<file path="src/rtl/rr_pr_encoder.sv">
// rr_pr_encoder: registered N-input priority encoder with a valid/ready output.
// MODE=0 picks the highest set request; MODE=1 searches round-robin from a
// rotating pointer that advances past each winner. The result is held in an
// output register that stalls while the consumer is not ready; ack pulses the
// winner one cycle after each accepted transfer.
module rr_pr_encoder #(
  parameter int N    = 8,
  parameter int W    = 3,   // must equal $clog2(N)
  parameter int MODE = 0    // 0 = fixed priority, 1 = round-robin
) (
  input  logic         clk,
  input  logic         rst,
  input  logic [N-1:0] req,
  input  logic         out_ready,
  output logic         out_valid,
  output logic [W-1:0] out_idx,
  output logic [N-1:0] out_onehot,
  output logic         out_multi,
  output logic [N-1:0] ack
);

  logic         r_valid;
  logic [W-1:0] r_idx;
  logic [N-1:0] r_onehot;
  logic         r_multi;
  logic [N-1:0] r_ack;
  logic [W-1:0] r_ptr;

  logic         w_load;
  logic         w_any;
  logic         w_multi;
  logic [W-1:0] w_win;
  logic [W-1:0] w_ptr_nxt;
  logic [N-1:0] w_onehot;

  // Accept a new encoding whenever the output slot is empty or being drained.
  assign w_load   = !r_valid || out_ready;
  assign w_any    = |req;
  // Clearing the lowest set bit leaves something only if two or more were set.
  assign w_multi  = |(req & (req - N'(1)));
  assign w_onehot = {{(N-1){1'b0}}, 1'b1} << w_win;

  generate
    if (MODE == 1) begin : g_rr
      logic [W:0] w_k;
      logic       w_found;

      // Walk the requesters starting at the pointer, wrapping at N-1; first hit wins.
      always_comb begin
        w_win   = '0;
        w_found = 1'b0;
        w_k     = '0;
        for (int i = 0; i < N; i++) begin
          w_k = {1'b0, r_ptr} + (W+1)'(i);
          if (w_k >= (W+1)'(N)) w_k = w_k - (W+1)'(N);
          if (!w_found && req[w_k[W-1:0]]) begin
            w_win   = w_k[W-1:0];
            w_found = 1'b1;
          end
        end
      end

      // Next search starts just past the winner; explicit wrap keeps ptr < N.
      always_comb begin
        w_ptr_nxt = (w_win == W'(N-1)) ? '0 : w_win + W'(1);
      end
    end else begin : g_fp
      // Highest set index wins: later iterations overwrite earlier ones.
      always_comb begin
        w_win = '0;
        for (int i = 0; i < N; i++) begin
          if (req[i]) w_win = W'(i);
        end
      end

      // Fixed priority never moves the pointer; it stays at its reset value.
      assign w_ptr_nxt = r_ptr;
    end
  endgenerate

  // Round-robin pointer advances only on a load that produced a winner.
  always_ff @(posedge clk or posedge rst) begin
    if (rst)                 r_ptr <= '0;
    else if (w_load && w_any) r_ptr <= w_ptr_nxt;
  end

  // Output register: load or clear on w_load, hold while stalled; ack trails the handshake.
  always_ff @(posedge clk or posedge rst) begin
    if (rst) begin
      r_valid  <= 1'b0;
      r_idx    <= '0;
      r_onehot <= '0;
      r_multi  <= 1'b0;
      r_ack    <= '0;
    end else begin
      r_ack <= (r_valid && out_ready) ? r_onehot : '0;
      if (w_load) begin
        if (w_any) begin
          r_valid  <= 1'b1;
          r_idx    <= w_win;
          r_onehot <= w_onehot;
          r_multi  <= w_multi;
        end else begin
          r_valid  <= 1'b0;
          r_idx    <= '0;
          r_onehot <= '0;
          r_multi  <= 1'b0;
        end
      end
    end
  end

  assign out_valid  = r_valid;
  assign out_idx    = r_idx;
  assign out_onehot = r_onehot;
  assign out_multi  = r_multi;
  assign ack        = r_ack;

endmodule

</file>
<file path="config.mk">
export PLATFORM = sky130hd
export DESIGN_NAME = rr_pr_encoder
export DESIGN_NICKNAME = d
export VERILOG_FILES = /design/src/rtl/rr_pr_encoder.sv
export SDC_FILE = /design/constraint.sdc
export NUM_CORES = 1
export LEC_CHECK = 0
export ABC_CLOCK_PERIOD_IN_PS = 1600
export CAP_MARGIN = 20
export CORE_UTILIZATION = 40
export DETAILED_ROUTE_END_ITERATION = 10
export PLACE_DENSITY = 0.84
export SETUP_SLACK_MARGIN = 0.02
export SLEW_MARGIN = 20
export SYNTH_ARGS = -nofsm -noshare
export SYNTH_HDL_FRONTEND = slang
export SYNTH_SLANG_ARGS = --single-unit
</file>
<file path="constraint.sdc">
create_clock -name clk -period 1.6 [get_ports clk]
set_input_delay 0.16 -clock clk [delete_from_list [all_inputs] [get_ports clk]]
set_output_delay 0.16 -clock clk [all_outputs]
set_load 0.03 [all_outputs]
</file>
=== Word-level counts from Yosys, hierarchy flattened ===
Index checks and enable logic that the tools add are counted.

* Bits in registers: 21
* Output and inout port bits: 21
* Logic and storage cells: 25

* $add $sub $neg: 1
* Shift-type cells: 1
* Multiplexer cells: 12
* Bitwise logic cells: 1
* Reductions and logical operators: 5

{| class="wikitable"
|+ Operator list
! operator !! count
|-
| 3-bit 2-to-1 mux || 7
|-
| 8-bit 2-to-1 mux || 2
|-
| 8-bit OR reduction || 2
|-
| 8-bit AND || 1
|-
| 1-bit by 3-bit << shifter with 8-bit output (first input constant) || 1
|-
| 8-bit by 1-bit subtractor with 8-bit output (second input constant) || 1
|-
| 1-bit 2-to-1 mux || 3
|-
| 1-bit logical AND || 1
|-
| 1-bit logical NOT || 1
|-
| 1-bit logical OR || 1
|}

=== Longest topological paths before layout ===
Gate-level depths: netlist of the first run.

* Word-level depth: 9
* Mapped depth: 6
* Mapped depth without buffers: 4

=== Worst setup path before layout of the first run ===
Ideal clock, no wire load.

* Path type: register -> register
* Start point: register r_valid (netlist: out_valid)
* End point: register r_onehot[2] (netlist: out_onehot[2])
* Data arrival time: 1.333 ns
* Required time: 1.513 ns
* Setup slack: 0.180 ns
* Stages on the path, launching flop included: 7
* Buffers on the path: 2
* Period minus slack after synthesis: 1.420 ns
* Path through: dfrtp_1 > nand2b_1 > buf_2 > and3_1 > clkbuf_1 > nand2_1 > a22oi_1

* Word-level cells in the longest chain between the ends: 2

{| class="wikitable"
|+ RTL lines
! what !! RTL line !! RTL
|-
| from (decl) || 22 || <nowiki>logic r_valid;</nowiki>
|-
| from (signal assigned) || 90 || <nowiki>r_valid <= 1'b0;</nowiki>
|-
| from (signal assigned) || 99 || <nowiki>r_valid <= 1'b1;</nowiki>
|-
| from (signal assigned) || 104 || <nowiki>r_valid <= 1'b0;</nowiki>
|-
| 1-bit logical NOT || 37 || <nowiki>assign w_load = !r_valid || out_ready;</nowiki>
|-
| 1-bit logical OR || 37 ||
|-
| to (signal assigned) || 101 || <nowiki>r_onehot <= w_onehot;</nowiki>
|-
| to (decl) || 24 || <nowiki>logic [N-1:0] r_onehot;</nowiki>
|}

No other way between the ends.
A chain may end at the register's enable or synchronous reset.

=== Worst setup path after layout of the first run ===
* Start point: register r_onehot[3] (netlist: out_onehot[3])
* End point: output out_onehot[3]

{| class="wikitable"
|+ RTL lines
! what !! RTL line !! RTL
|-
| to (decl) || 17 || <nowiki>output logic [N-1:0] out_onehot,</nowiki>
|}

No word-level cell between the ends.

==> results of run 1 <==
per-layer routing:
metal / share of wire [%] / vias to the layer above / GRT usage, %
met4: 2.5 / 0 / 8.82
li1: - / 387 / -
met2: 50 / 29 / 27.1
met5: 0 / - / 0
met1: 42 / 352 / 19.9
met3: 4.7 / 4 / 2.18
power groups by stage:
stage	Sequential [W]	Combinational (W)	Clock [W]
final	0.000562	0.000204	0.000242
after global routing	0.000564	0.000221	0.000267
after CTS	0.000562	0.000200	0.000245
after detailed placement	0.000573	0.000200	0
after global placement	0.000572	0.000197	0
after floorplan	0.000613	0.0000528	0
cell families (layout without fill, tap and decap cells):
group                  after synthesis  after routing  share of synthesized area [%]
buffers and inverters                5             46                           2.27
AO/OA/AOI/OAI                       15             15                           13.1
flip-flops                          21             21                           59.6
AND/OR/NAND/NOR                     45             45                           25.1
cell type report:
type	count	area, um2
repair buffers	40	379
well taps	27	33.8
clock buffers	3	22.5
fillers	168	693
flip-flops and latches	21	526
inverters	2	7.51
clock inverters	1	5.00
multi-input cells	60	355
registers in the layout, summed over array words and instances (netlist names):
name / flops
ack: 8
out_idx: 3
out_multi: 1
out_onehot: 8
out_valid: 1
cell usage after synthesis, drive strengths merged:
library cell   n  area (um2)
a2111oi        2        23.8
a22oi          1        7.51
or4            1        11.3
nand2b         1        6.26
o211ai         1        7.51
nor4           1        6.26
o21ai          2        10.0
nand4b         1        8.76
inv            2        7.51
nand3          2        10.0
clkbuf         2        7.51
dfrtp         21         526
and3           9        56.3
o311ai         1        8.76
or2            1        6.26
nor2          10        37.5
buf            1        5.00
a31oi          1        6.26
or3            1        6.26
nand2         16        60.1
a32o           2        20.0
a21oi          3        15.0
o21bai         1        7.51
a22o           1        8.76
nor2b          2        12.5
timing repair:
| action | 4_1_cts | 5_1_grt |
|---|---|---|
| pin swaps | 0 | 3 |
| endpoints found under the setup margin | 1 | 2 |
| hold buffers | 0 | 0 |
| gates cloned | 0 | 0 |
| resized for setup | 1 | 4 |
layout by cell type (no fill, tap or decap):
cell	netlist	layout
clkbuf_4	0	3
o211ai_1	1	1
o21bai_1	1	1
a2111oi_4	0	1
dlygate4sd2_1	0	1
clkdlybuf4s50_1	0	29
a2111oi_2	1	1
or3_1	1	1
nor4_1	1	1
dfrtp_1	21	21
and3_1	9	9
nand4b_1	1	1
nand2b_1	1	1
inv_1	2	2
o311ai_0	1	1
or4_4	1	1
nand3_1	2	2
or2_1	1	1
a21oi_1	3	3
nor2b_1	2	2
a31oi_1	1	1
nand2_1	16	16
clkinv_2	0	1
a22oi_1	1	1
a22o_1	1	1
dlymetal6s2s_1	0	1
nor2_1	10	10
buf_4	0	9
a32o_1	2	2
o21ai_1	2	2
through the flow:
step                      setup TNS (ns)  hold WS [ns]  instance area, um2  std cells  setup WS (ns)
after global placement            -0.220         0.470                1280        150         -0.220
after global routing                   0         0.220                1330        154         0.0228
after floorplan                        0         0.137                 882         86          0.180
after detailed placement          -0.267         0.477                1280        150         -0.267
final                                  0         0.190                1330        154         0.0710
after CTS                              0         0.204                1310        154         0.0454
worst paths after layout:
check | end | cells past startpoint
min reg2reg | out_onehot[5] | 2
max | out_onehot[3] | 1
max reg2reg | out_onehot[0] | 4
min | ack[2] | 3
min in group clk | out_onehot[5] | 2
max in group asynchronous | out_idx[1] | 3
==> metrics.md, run 1 <==
| Metric | Value |
|---|---|
| Outcome | `finished, final reports clean` |
| First-pass GRT wire length | `about 3000 um` |
| Worst-path cell chain | `clkdlybuf4s50_1` |
| Clock transition at path regs | `0.11 ns` |
| Layout cell share with drive strength beyond 1 | `12.6%` |
| Final Skew | `0.00545 ns` |
| Critical Path Source Type | `register` |
| Clk network pwr share | `24.0%` |
| Critical-path top delay cell | `clkdlybuf4s50_1` |
| Max Slew Vio Count | `0` |
| Buf+Inv Stages, Crit Path | `1` |
| Fin. Hold Viols | `0` |
| Initial core utilization | `43.6%` |
| FP Rows | `16` |
| Maximum vdd ir drop | `between 300 and 400 uV` |
| Syn Area/Cell | `10.3 um2` |
| P&R area growth vs syn | `50.6%` |
| Critical path's top delay family | `buffers and inverters` |
| GP Congestion | `0.799` |
| Vias post-DR | `772` |
| Ports | `32` |
| Iter 0 DRT Violations | `18` |
| Slew margin rel. | `75.3%` |
| Worst skew pair latency | `0.30 ns` |
| First drt pass iteration count | `4` |
| Slew at the pin with the worst max-slew slack | `~0.37 ns` |
| Max clock buf depth | `2` |
| Synthesized instance count | `86` |
| Sequential element share of the synthesized area | `about three fifths` |
| Flops & latches, synth | `21` |
| Final core utilization | `65.7%` |
| N_diodes | `0` |
| Die X-Extent | `49.0 um` |
| NumNets Final | `139` |
| Pwr Total | `0.00101 W` |
| Setup crit start | `out_onehot[3]` |
| TritonCTS Sinks | `21` |
| Critical path class | `reg2out` |
| Final setup fails | `0` |
| Reg-to-Reg Start | `out_valid` |
| I/O Buffers | `31` |
| Post-Syn Nets | `97` |
| Vias in the first global route | `685` |
| Critical Path Fanout Max | `3` |
| Syn Std Cell Area | `882 um2` |
| Largest net degree at the start of global routing | `22` |
| Period utilisation layout | `95.6%` |
| PwrDens | `about 760 nW/um2` |
| Worst EP arrival | `1.37 ns` |
| Core Region | `just over 2000 um2` |
| CP max stage delay | `0.68 ns` |
| Net Sw Frac | `26.9%` |
| Max Clk Rate | `654 MHz` |
| Sequential Power Share | `55.8%` |
| Total GRT Usage | `16.1%` |
| Clock period minus worst slack | `1.53 ns` |
| Lkg Pwr | `0.627 nW` |
| Max-cap viol count | `0` |
| Overflow after GRT | `0` |
| R2r setup slk | `0.29 ns` |
| Initial antenna violation count | `0` |
| Logic pwr share | `20.2%` |
| NetSw | `0.000271 W` |
| Setup bufs post-CTS | `0` |
| Internal | `0.000737 W` |
| Worst setup EP type | `output pin` |
| Total Routed Length | `1690 um` |
| Wire length per cell | `10.9 um` |
| Worst path required time | `1.44 ns` |
| Worst Hold Class | `in2async` |
| CTS tree | `done` |
| Post-synth cell types | `26` |
| Clock buffer count from CTS | `3` |
| H-tree levels | `1` |
| Die H | `~49 um` |
| # DRC | `0` |
| Unrepaired setup endpoints after global routing | `false` |
| Root buf cell | `clkbuf_4` |
| Via-to-Cell Ratio | `5.01` |
| Hpwl dp | `about 1300 um` |
| Post-route ant nets | `0` |
| Die ar. | `~2400 um2` |
| YS warnings | `0` |
(Power assumes the default switching activity.)
==> run 2: changes to the inputs <==
ABC_CLOCK_PERIOD_IN_PS = 1900   (was 1600)
clock period = 1.9 ns   (was 1.6 ns; I/O delays follow)
==> run 2 against run 1 <==
- routed wire length rose by 4.4%
- clock-buffer cell count is the same
- utilization decreased by 2.1 points
- largest power group unchanged
- sequential power down 16%
- final cell count decreased by 1.9%
- highest routed layer unchanged
- total power decreased by 16%
- clock power shrank 12%
- sequential share of layout area increased by 1.3 points
- hold slack improved by 0.015 ns
- global-route usage up 0.84 points
- register-to-register slack gained 0.32 ns
- die area unchanged
==> metrics.md, run 2 (same netlist as run 1, synthesis figures left out) <==
| Metric | Value |
|---|---|
| NumNets Final | `136` |
| First-pass GRT wire length | `~3000 um` |
| Max clock buf depth | `2` |
| Maximum vdd ir drop | `around 310 uV` |
| Largest net degree at the start of global routing | `22` |
| Clock transition at path regs | `0.11 ns` |
| Outcome | `finished, final reports clean` |
| Clock buffer count from CTS | `3` |
| Root buf cell | `clkbuf_4` |
| Post-cts sizing count | `0` |
| Critical path class | `reg2out` |
| Worst path required time | `1.71 ns` |
| Buf+Inv Stages, Crit Path | `1` |
| First drt pass iteration count | `4` |
| Commonest non-fill, non-tap cell in the layout | `clkdlybuf4s50_1` |
| PwrDens | `661 nW/um2` |
| TritonCTS Sinks | `21` |
| Fin. Hold Viols | `0` |
| GP Congestion | `around 0.76` |
| Layout cell share with drive strength beyond 1 | `9.68%` |
| Critical path's top delay family | `buffers and inverters` |
| Slew margin rel. | `approximately three quarters` |
| Unrepaired setup endpoints after global routing | `false` |
| Iter 0 DRT Violations | `11` |
| Setup bufs post-CTS | `0` |
| Worst setup EP type | `output pin` |
| Critical Path Fanout Max | `11` |
| Worst Hold Class | `in2async` |
| Core Region | `2020 um2` |
| Most frequent cells in the layout | `31 x clkdlybuf4s50_1, 21 x dfrtp_1, 16 x nand2_1, 10 x nor2_1, 9 x and3_1` |
| Ports | `32` |
| Design Area, Final | `roughly 1300 um2` |
| Post-route ant nets | `0` |
| Period utilisation layout | `90.2%` |
| Final setup fails | `0` |
| P&R area growth vs syn | `45.8%` |
| Max Clk Rate | `a little under 600 MHz` |
| N_diodes | `0` |
| Initial core utilization | `43.6%` |
| CTS tree | `done` |
| CP max stage delay | `0.73 ns` |
| Vias in the first global route | `just under 700` |
| H-tree levels | `1` |
| Pwr Total | `0.000850 W` |
| Die X-Extent | `49.0 um` |
| Reg area | `526 um2` |
| Setup TNS Final | `0 ns` |
| Total Routed Length | `1760 um` |
| Worst-path cell chain | `clkdlybuf4s50_1` |
| Max Slew Vio Count | `0` |
| Overflow after GRT | `0` |
| Clock period minus worst slack | `~1.7 ns` |
| Initial antenna violation count | `0` |
| Fin Hold WS | `0.204 ns` |
| Hpwl dp | `1380 um` |
| Via-to-Cell Ratio | `a little over 5` |
| Critical-path top delay cell | `clkdlybuf4s50_1` |
| Worst skew pair latency | `0.31 ns` |
| Area of the multi-input gates | `337 um2` |
| Fill cell count | `160` |
| Total GRT Usage | `~17%` |
| Pre-CTS WS | `approximately 0.013 ns` |
| Max-cap viol count | `0` |
| Worst EP arrival | `1.52 ns` |
| Slew at the pin with the worst max-slew slack | `0.367 ns` |
| Post-DP Area | `1260 um2` |
| Final Skew | `about 0.0012 ns` |
| Lkg Pwr | `slightly below 0.6 nW` |
| Critical Path Source Type | `register` |
| FP Rows | `16` |
| PnR worst setup slack | `0.187 ns` |
| # DRC | `0` |
| Die ar. | `2400 um2` |
| Wire length per cell | `approximately 12 um` |
| Vias post-DR | `roughly 770` |
| Die H | `between 40 and 50 um` |
| I/O Buffers | `31` |
| Cts hold-fix bufs | `0` |
[run 2: changes by cell type in the layout (fill, tap and decap cells not counted), sizes merged]
cell and change:
buf -3, dlymetal6s2s -1, dlygate4sd2 -1, clkdlybuf4s50 +2
[run 2: worst paths after layout]
check                               from  depth (start not counted)  slack (ns)            end
setup / recovery               out_valid                          1        0.19      out_valid
min in group clk           out_onehot[5]                          2        0.50  out_onehot[5]
setup reg to reg               out_valid                          4        0.61  out_onehot[0]
hold reg to reg            out_onehot[5]                          2        0.50  out_onehot[5]
max in group asynchronous            rst                          3        1.50  out_onehot[5]
hold / removal                       rst                          3        0.20     out_idx[0]
[run 2: final cells by class]
| class | instances | share of cell area [%] |
|---|---|---|
| sequential | 21 | 40.9 |
| timing repair buffer | 37 | 27.6 |
| multi-input combinational | 60 | 26.2 |
| tap | 27 | 2.63 |
| clock buffer | 3 | 1.75 |
| inverter | 2 | 0.584 |
| clock inverter | 1 | 0.389 |
[run 2: stage by stage]
stage	utilization [%]	std cells
final	63.6	151
after global routing	63.6	151
after CTS	63.6	151
after detailed placement	62.3	147
after global placement	62.3	147
after floorplan	-	86
[run 2: report_power, final]
| part | switching (W) | total [W] | internal, W |
|---|---|---|---|
| logic | 0.0000904 | 0.000164 | 0.0000733 |
| registers | 0.00000914 | 0.000473 | 0.000464 |
| clock network | 0.000135 | 0.000214 | 0.0000787 |
| total | 0.000234 | 0.000850 | 0.000616 |
[run 2: layer usage]
layer	share of wire, %	GRT usage, %	wire [um]	up-vias
met5	0	0	0	-
met4	3.7	13.2	65	0
met3	5.3	2.80	94	7
met2	52	29.4	916	36
met1	39	18.2	685	352
li1	-	-	-	379
